<file path="src/rtl/and_reduce_tree_pipe.sv">
// ============================================================================
// and_reduce_tree_pipe : pipelined FANIN-ary AND/OR reduction tree with
// valid/ready handshake and global stall. Option: AND_TREE_TOGGLE_CNT_EN.
// Rev 1.0
// ============================================================================
`default_nettype none

module and_reduce_tree_pipe #(
  parameter int WIDTH = 4,
  parameter int FANIN = 2
) (
  input  logic             clk,
  input  logic             rst,
  input  logic             in_valid,
  output logic             in_ready,
  input  logic [WIDTH-1:0] in_data,
  input  logic             in_mode,
  output logic             out_valid,
  input  logic             out_ready,
  output logic             out_data,
  output logic             out_mode
`ifdef AND_TREE_TOGGLE_CNT_EN
  ,
  output logic [15:0]      toggle_cnt
`endif
);

  function automatic int nodes_at(int lvl);
    int n;
    n = WIDTH;
    for (int i = 0; i < lvl; i++) n = (n + FANIN - 1) / FANIN;
    return n;
  endfunction

  function automatic int calc_levels();
    int n;
    int l;
    n = (WIDTH + FANIN - 1) / FANIN;
    l = 1;
    while (n > 1) begin
      n = (n + FANIN - 1) / FANIN;
      l++;
    end
    return l;
  endfunction

  // Bit offset of stage s inside the flattened data register.
  function automatic int stage_off(int s);
    int o;
    o = 0;
    for (int t = 0; t < s; t++) o += nodes_at(t + 1);
    return o;
  endfunction

  localparam int LEVELS = calc_levels();
  localparam int TOTAL  = stage_off(LEVELS);

  logic [LEVELS-1:0] valid_q, valid_d;
  logic [LEVELS-1:0] mode_q, mode_d;
  logic [TOTAL-1:0]  data_q, data_d;
  wire  [TOTAL-1:0]  reduced;
  logic              stall;

  assign stall     = out_valid & ~out_ready;
  assign in_ready  = ~stall;
  assign out_valid = valid_q[LEVELS-1];
  assign out_mode  = mode_q[LEVELS-1];
  assign out_data  = data_q[TOTAL-1];

  for (genvar s = 0; s < LEVELS; s++) begin : g_level
    localparam int N_IN    = nodes_at(s);
    localparam int N_OUT   = nodes_at(s + 1);
    localparam int OFF_IN  = (s == 0) ? 0 : stage_off(s - 1);
    localparam int OFF_OUT = stage_off(s);

    logic [N_IN-1:0]        src;
    logic                   src_mode;
    logic [N_OUT*FANIN-1:0] padded;
    logic [N_OUT-1:0]       node;

    if (s == 0) begin : g_leaf
      assign src      = in_data;
      assign src_mode = in_mode;
    end else begin : g_inner
      assign src      = data_q[OFF_IN +: N_IN];
      assign src_mode = mode_q[s-1];
    end

    // Missing children take the identity of this vector's own operator.
    always_comb begin
      padded           = {(N_OUT*FANIN){~src_mode}};
      padded[N_IN-1:0] = src;
      node             = '0;
      for (int j = 0; j < N_OUT; j++) begin
        node[j] = src_mode ? (|padded[j*FANIN +: FANIN]) : (&padded[j*FANIN +: FANIN]);
      end
    end

    assign reduced[OFF_OUT +: N_OUT] = node;
  end

  always_comb begin
    valid_d = valid_q;
    mode_d  = mode_q;
    data_d  = data_q;
    if (!stall) begin
      data_d     = reduced;
      valid_d[0] = in_valid;
      mode_d[0]  = in_mode;
      for (int s = 1; s < LEVELS; s++) begin
        valid_d[s] = valid_q[s-1];
        mode_d[s]  = mode_q[s-1];
      end
    end
  end

  always_ff @(posedge clk or posedge rst) begin
    if (rst) begin
      valid_q <= '0;
      mode_q  <= '0;
      data_q  <= '0;
    end else begin
      valid_q <= valid_d;
      mode_q  <= mode_d;
      data_q  <= data_d;
    end
  end

`ifdef AND_TREE_TOGGLE_CNT_EN
  logic        last_out_q, last_out_d;
  logic [15:0] toggle_cnt_q, toggle_cnt_d;

  always_comb begin
    last_out_d   = last_out_q;
    toggle_cnt_d = toggle_cnt_q;
    if (out_valid && out_ready) begin
      last_out_d = out_data;
      if ((out_data != last_out_q) && (toggle_cnt_q != 16'hFFFF)) begin
        toggle_cnt_d = toggle_cnt_q + 16'd1;
      end
    end
  end

  always_ff @(posedge clk or posedge rst) begin
    if (rst) begin
      last_out_q   <= 1'b0;
      toggle_cnt_q <= 16'd0;
    end else begin
      last_out_q   <= last_out_d;
      toggle_cnt_q <= toggle_cnt_d;
    end
  end

  assign toggle_cnt = toggle_cnt_q;
`endif

endmodule

`default_nettype wire

</file>
<file path="config.mk">
export PLATFORM = sky130hd
export DESIGN_NAME = and_reduce_tree_pipe
export DESIGN_NICKNAME = d
export VERILOG_FILES = /design/src/rtl/and_reduce_tree_pipe.sv
export SDC_FILE = /design/constraint.sdc
export NUM_CORES = 1
export LEC_CHECK = 0
export CAP_MARGIN = 20
export CORE_AREA = 2 2 39 41
export CTS_CLUSTER_SIZE = 10
export DETAILED_ROUTE_END_ITERATION = 8
export DIE_AREA = 0 0 41 43
export SLEW_MARGIN = 10
export SYNTH_ARGS = -nofsm -noshare
export SYNTH_HDL_FRONTEND = slang
export SYNTH_SLANG_ARGS = --single-unit
</file>
<file path="constraint.sdc">
create_clock -name clk -period 2.14 [get_ports clk]
set_clock_uncertainty 0.05 [all_clocks]
set_input_delay 0.321 -clock clk [delete_from_list [all_inputs] [get_ports clk]]
set_output_delay 0.321 -clock clk [all_outputs]
set_load 0.005 [all_outputs]
</file>
Word level (Yosys, flattened, before mapping)
Cells that the tools add are included.
{ "op_classes": {"n_addsub": 0, "multipliers": 0, "div": 0, "order_cmp": 0, "n_eq_ne": 0, "n_shift": 0, "n_mux": 3, "bitwise": 3, "n_reduce_logical": 6} }
{ "ops": {"columns": ["op", "count"], "rows": [
  ["AND reduction 2 bit", 3],
  ["OR reduction 2 bit", 3],
  ["two-way mux 1 bit", 3],
  ["inverter 1 bit", 2],
  ["AND 1 bit", 1]
]} }
{ "totals": {"ff_bits": 7, "latchBits": 0, "ramBits": 0, "romBits": 0, "inputBits": 9, "word_cells": 15, "n_memories": 0} }

Longest topological paths before layout
{ "logic_depth": {"ltp_word": 3, "depth_mapped": 3, "mapped_depth_nobuf": 2} }

Worst setup path after synthesis
OpenSTA, ideal clock, no wires.
{ "synth_timing": {"kind": "register -> register", "start": "register mode_q[0]", "end": "register data_q[2]", "arrival_ns": 0.909, "t_required_ns": 1.965, "slack_ns": 1.056, "stages_incl_launch_ff": 3, "period_less_slack_ns": 1.084, "cell_sequence": "dfrtp_1 -> maj3_2 -> mux2_4"} }
{ "synth_between": {"elab_chain_len": 1} }
{ "synth_rtl": {"columns": ["element", "line", "rtl"], "rows": [
  ["start: declaration", "59", "logic [LEVELS-1:0] mode_q, mode_d;"],
  ["start signal: assignment", "124", "mode_q <= mode_d;"],
  ["two-way mux 1 bit", "95", "node[j] = src_mode ? (|padded[j*FANIN +: FANIN]) : (&padded[j*FANIN +: FANIN]);"],
  ["end signal: assignment", "125", "data_q <= data_d;"],
  ["end: declaration", "60", "logic [TOTAL-1:0] data_q, data_d;"]
]} }
No other way between the ends.
A chain may end at the register's enable or synchronous reset.

Worst setup path after layout
{ "layout_timing": {"start": "input out_ready", "end": "output in_ready"} }
{ "layout_between": {"elab_chain_len": 3} }
{ "layout_rtl": {"columns": ["element", "line", "rtl"], "rows": [
  ["start: declaration", "19", "input logic out_ready,"],
  ["inverter 1 bit", "64", "assign stall = out_valid & ~out_ready;"],
  ["AND 1 bit", "64", null],
  ["inverter 1 bit", "65", "assign in_ready = ~stall;"],
  ["end: declaration", "15", "output logic in_ready,"]
]} }
No other way between the ends.

==> key figures <==
Synthesis
  • Number of distinct library cells after synthesis: 6
  • Synth Area per Inst: 16.3 um2
  • Top cells by area, synth: dfrtp_1, mux2_4, maj3_2
  • Syn nets: 29
  • Post-synth EDFFs: 0
  • Synth Cell Area: 327 um2
  • Top_reg_cell synth: dfrtp_1
  • Fraction of registers with async set/reset: 100%
  • Yosys top cell by area: dfrtp_1
  • Sequential area share after synthesis: 53.6%
  • Most frequent cell after synthesis: dfrtp_1
  • Number of synthesis warnings: 0
  • #FFs+latches synth: 7
  • Synth Instances: 20
  • Synth top area share: 53.6%
  • Top cells by count, synth: dfrtp_1, mux2_4, maj3_2, nand2b_1

Worst setup path
  • Worst setup path class: input port to output pin
  • CP arrival: 1.37 ns
  • Critical Path Source: out_ready
  • Worst Setup End Kind: output pin
  • CP startpoint kind: input port
  • R2R Path Start: mode_q[0]
  • Worst EP required: 1.77 ns
  • CP Max Fanout: 2

Clock tree
  • Num CTS Buffers: 3
  • CTS tree: yes
  • Clock root cell: clkbuf_4
  • Setup bufs post-CTS: 0
  • CTS clk-pin slew, worst paths: 0.05 ns
  • # clock sinks: 7
  • Clk Latency, worst-skew pair: 0.24 ns
  • # hold bufs at CTS: 0
  • CTS resizes: 0
  • H-tree lvl count: 1
  • Max Root-Sink Buffers: 2

GRT
  • Initial antenna violation count: 0
  • Vias in the first global route: 223
  • Largest net degree at the start of global routing: 8
  • Met1 Track Usage GR: 9.24%
  • GRT Residual Overflow: 0
  • Global routing usage on met3: 3.14%
  • M2 GR Usage: 9.38%
  • Total track usage: 8.00%
  • Global-route wire length before repair: 869 um
  • Most used routing layer: met4

Drt
  • WL per Instance: 10.2 um
  • Detailed-route wire length: 530 um
  • Via Count: 214
  • Drt drc: 0
  • Drt first pass iters: 1
  • Vias per cell: 4.12
  • DRT antenna net count: 0
  • DR iter-0 viols: 0

Layout
  • Post-Route Utilization: 35.4%
  • Multi-input logic area: 136 um2
  • Filler cell count in the final layout: 137
  • Layout area overhead: 49.8%
  • Final nets: 46
  • Diode count: 0
  • Seq. cell area: 175 um2
  • Layout cells sized above 1: 36.1%
  • Final Cell Area: 489 um2

Job
  • Max Cap Violations: 0

Placed design
  • Post-DP Area: 463 um2
  • IO Port Bufs: 12
  • DPL Wire Length: 435 um
  • Routability cong.: 0.636

Timing
  • Hold Fails Final Rpt: 0
  • Worst slew pin tran: 0.262 ns
  • Crit share post-route: 81.3%
  • Setup-failing EPs final: 0
  • Rel. slew slack: 82.5%
  • RSZ-0062 raised after global routing: false
  • Fin Setup TNS: 0 ns
  • Fin. max-slew vios: 0
  • Tmin final: 1.74 ns
  • Max frequency: 575 MHz

Power and ir drop
  • Total power: 0.381 mW
  • VDD IR max: 216 uV
  • LEAKAGE: 0.220 nW
  • Pwr dens: 779 nW/um2

Worst hold path
  • Worst hold path class: input port to async pin

Floorplan
  • Ports: 13
  • Die ar.: 1760 um2
  • Core Area: 1380 um2
  • Initial Utilization: 23.6%
  • Die X: 41 um
  • Site row count: 14
  • Die Ht: 43 um

Outcome
  • Status: completed
==> flip-flops by register name, summed over array words and instances (netlist names) <==
register	flops
data_q	3
mode_q	2
valid_q	2
==> critical path: stages <==
cell and delay, ns:
clkdlybuf4s50_1 0.44, nand2b_1 0.11, clkdlybuf4s50_1 0.50
==> kinds of logic after synthesis <==
kind of cell  Yosys count  synth area share [%]
fa+ha+maj               3                  10.3
buf+inv                 2                  4.60
flops                   7                  53.6
mux                     6                  27.6
simple gates            2                  3.83
==> path summary, 6_finish.rpt <==
kind / end / cells after the start / slack (ns)
hold / removal: data_q[0] / 2 / 0.27
min in group clk: valid_q[1] / 1 / 0.42
setup reg to reg: data_q[2] / 2 / 1.02
max in group asynchronous: valid_q[1] / 2 / 1.57
setup / recovery: in_ready / 3 / 0.40
hold reg to reg: valid_q[1] / 1 / 0.42
==> stage by stage <==
step	worst slack (ns)	hold slack [ns]	instances
3_3_place_gp	0.386	0.400	48
6_report	0.401	0.265	52
5_1_grt	0.336	0.276	52
4_1_cts	0.395	0.270	52
2_1_floorplan	1.06	0.0744	20
3_5_place_dp	0.399	0.408	48
==> cells in the final DEF (no fill, tap or decap) <==
| cell type | n |
|---|---|
| inv_1 | 1 |
| dfrtp_1 | 7 |
| buf_4 | 1 |
| mux2_4 | 6 |
| clkbuf_4 | 3 |
| maj3_2 | 3 |
| nand2b_1 | 2 |
| clkdlybuf4s50_1 | 12 |
| clkbuf_1 | 1 |
==> power breakdown <==
part           total (mW)  internal [mW]  switching [mW]
Combinational      0.0989         0.0737          0.0252
Sequential          0.168          0.155          0.0134
Clock               0.114         0.0708          0.0432
==> layer usage <==
metal	wire length, um	vias to the layer above
li1	-	98
met3	69	2
met5	0	-
met2	218	15
met4	19	0
met1	223	99
==> area by class of cell <==
cell class	count	share of cell area, %
clock buffers	4	5.37
inverters	1	0.767
multi-input cells	11	27.9
flip-flops and latches	7	35.8
well taps	16	4.09
repair buffers	13	26.1
(Power assumes the default switching activity.)
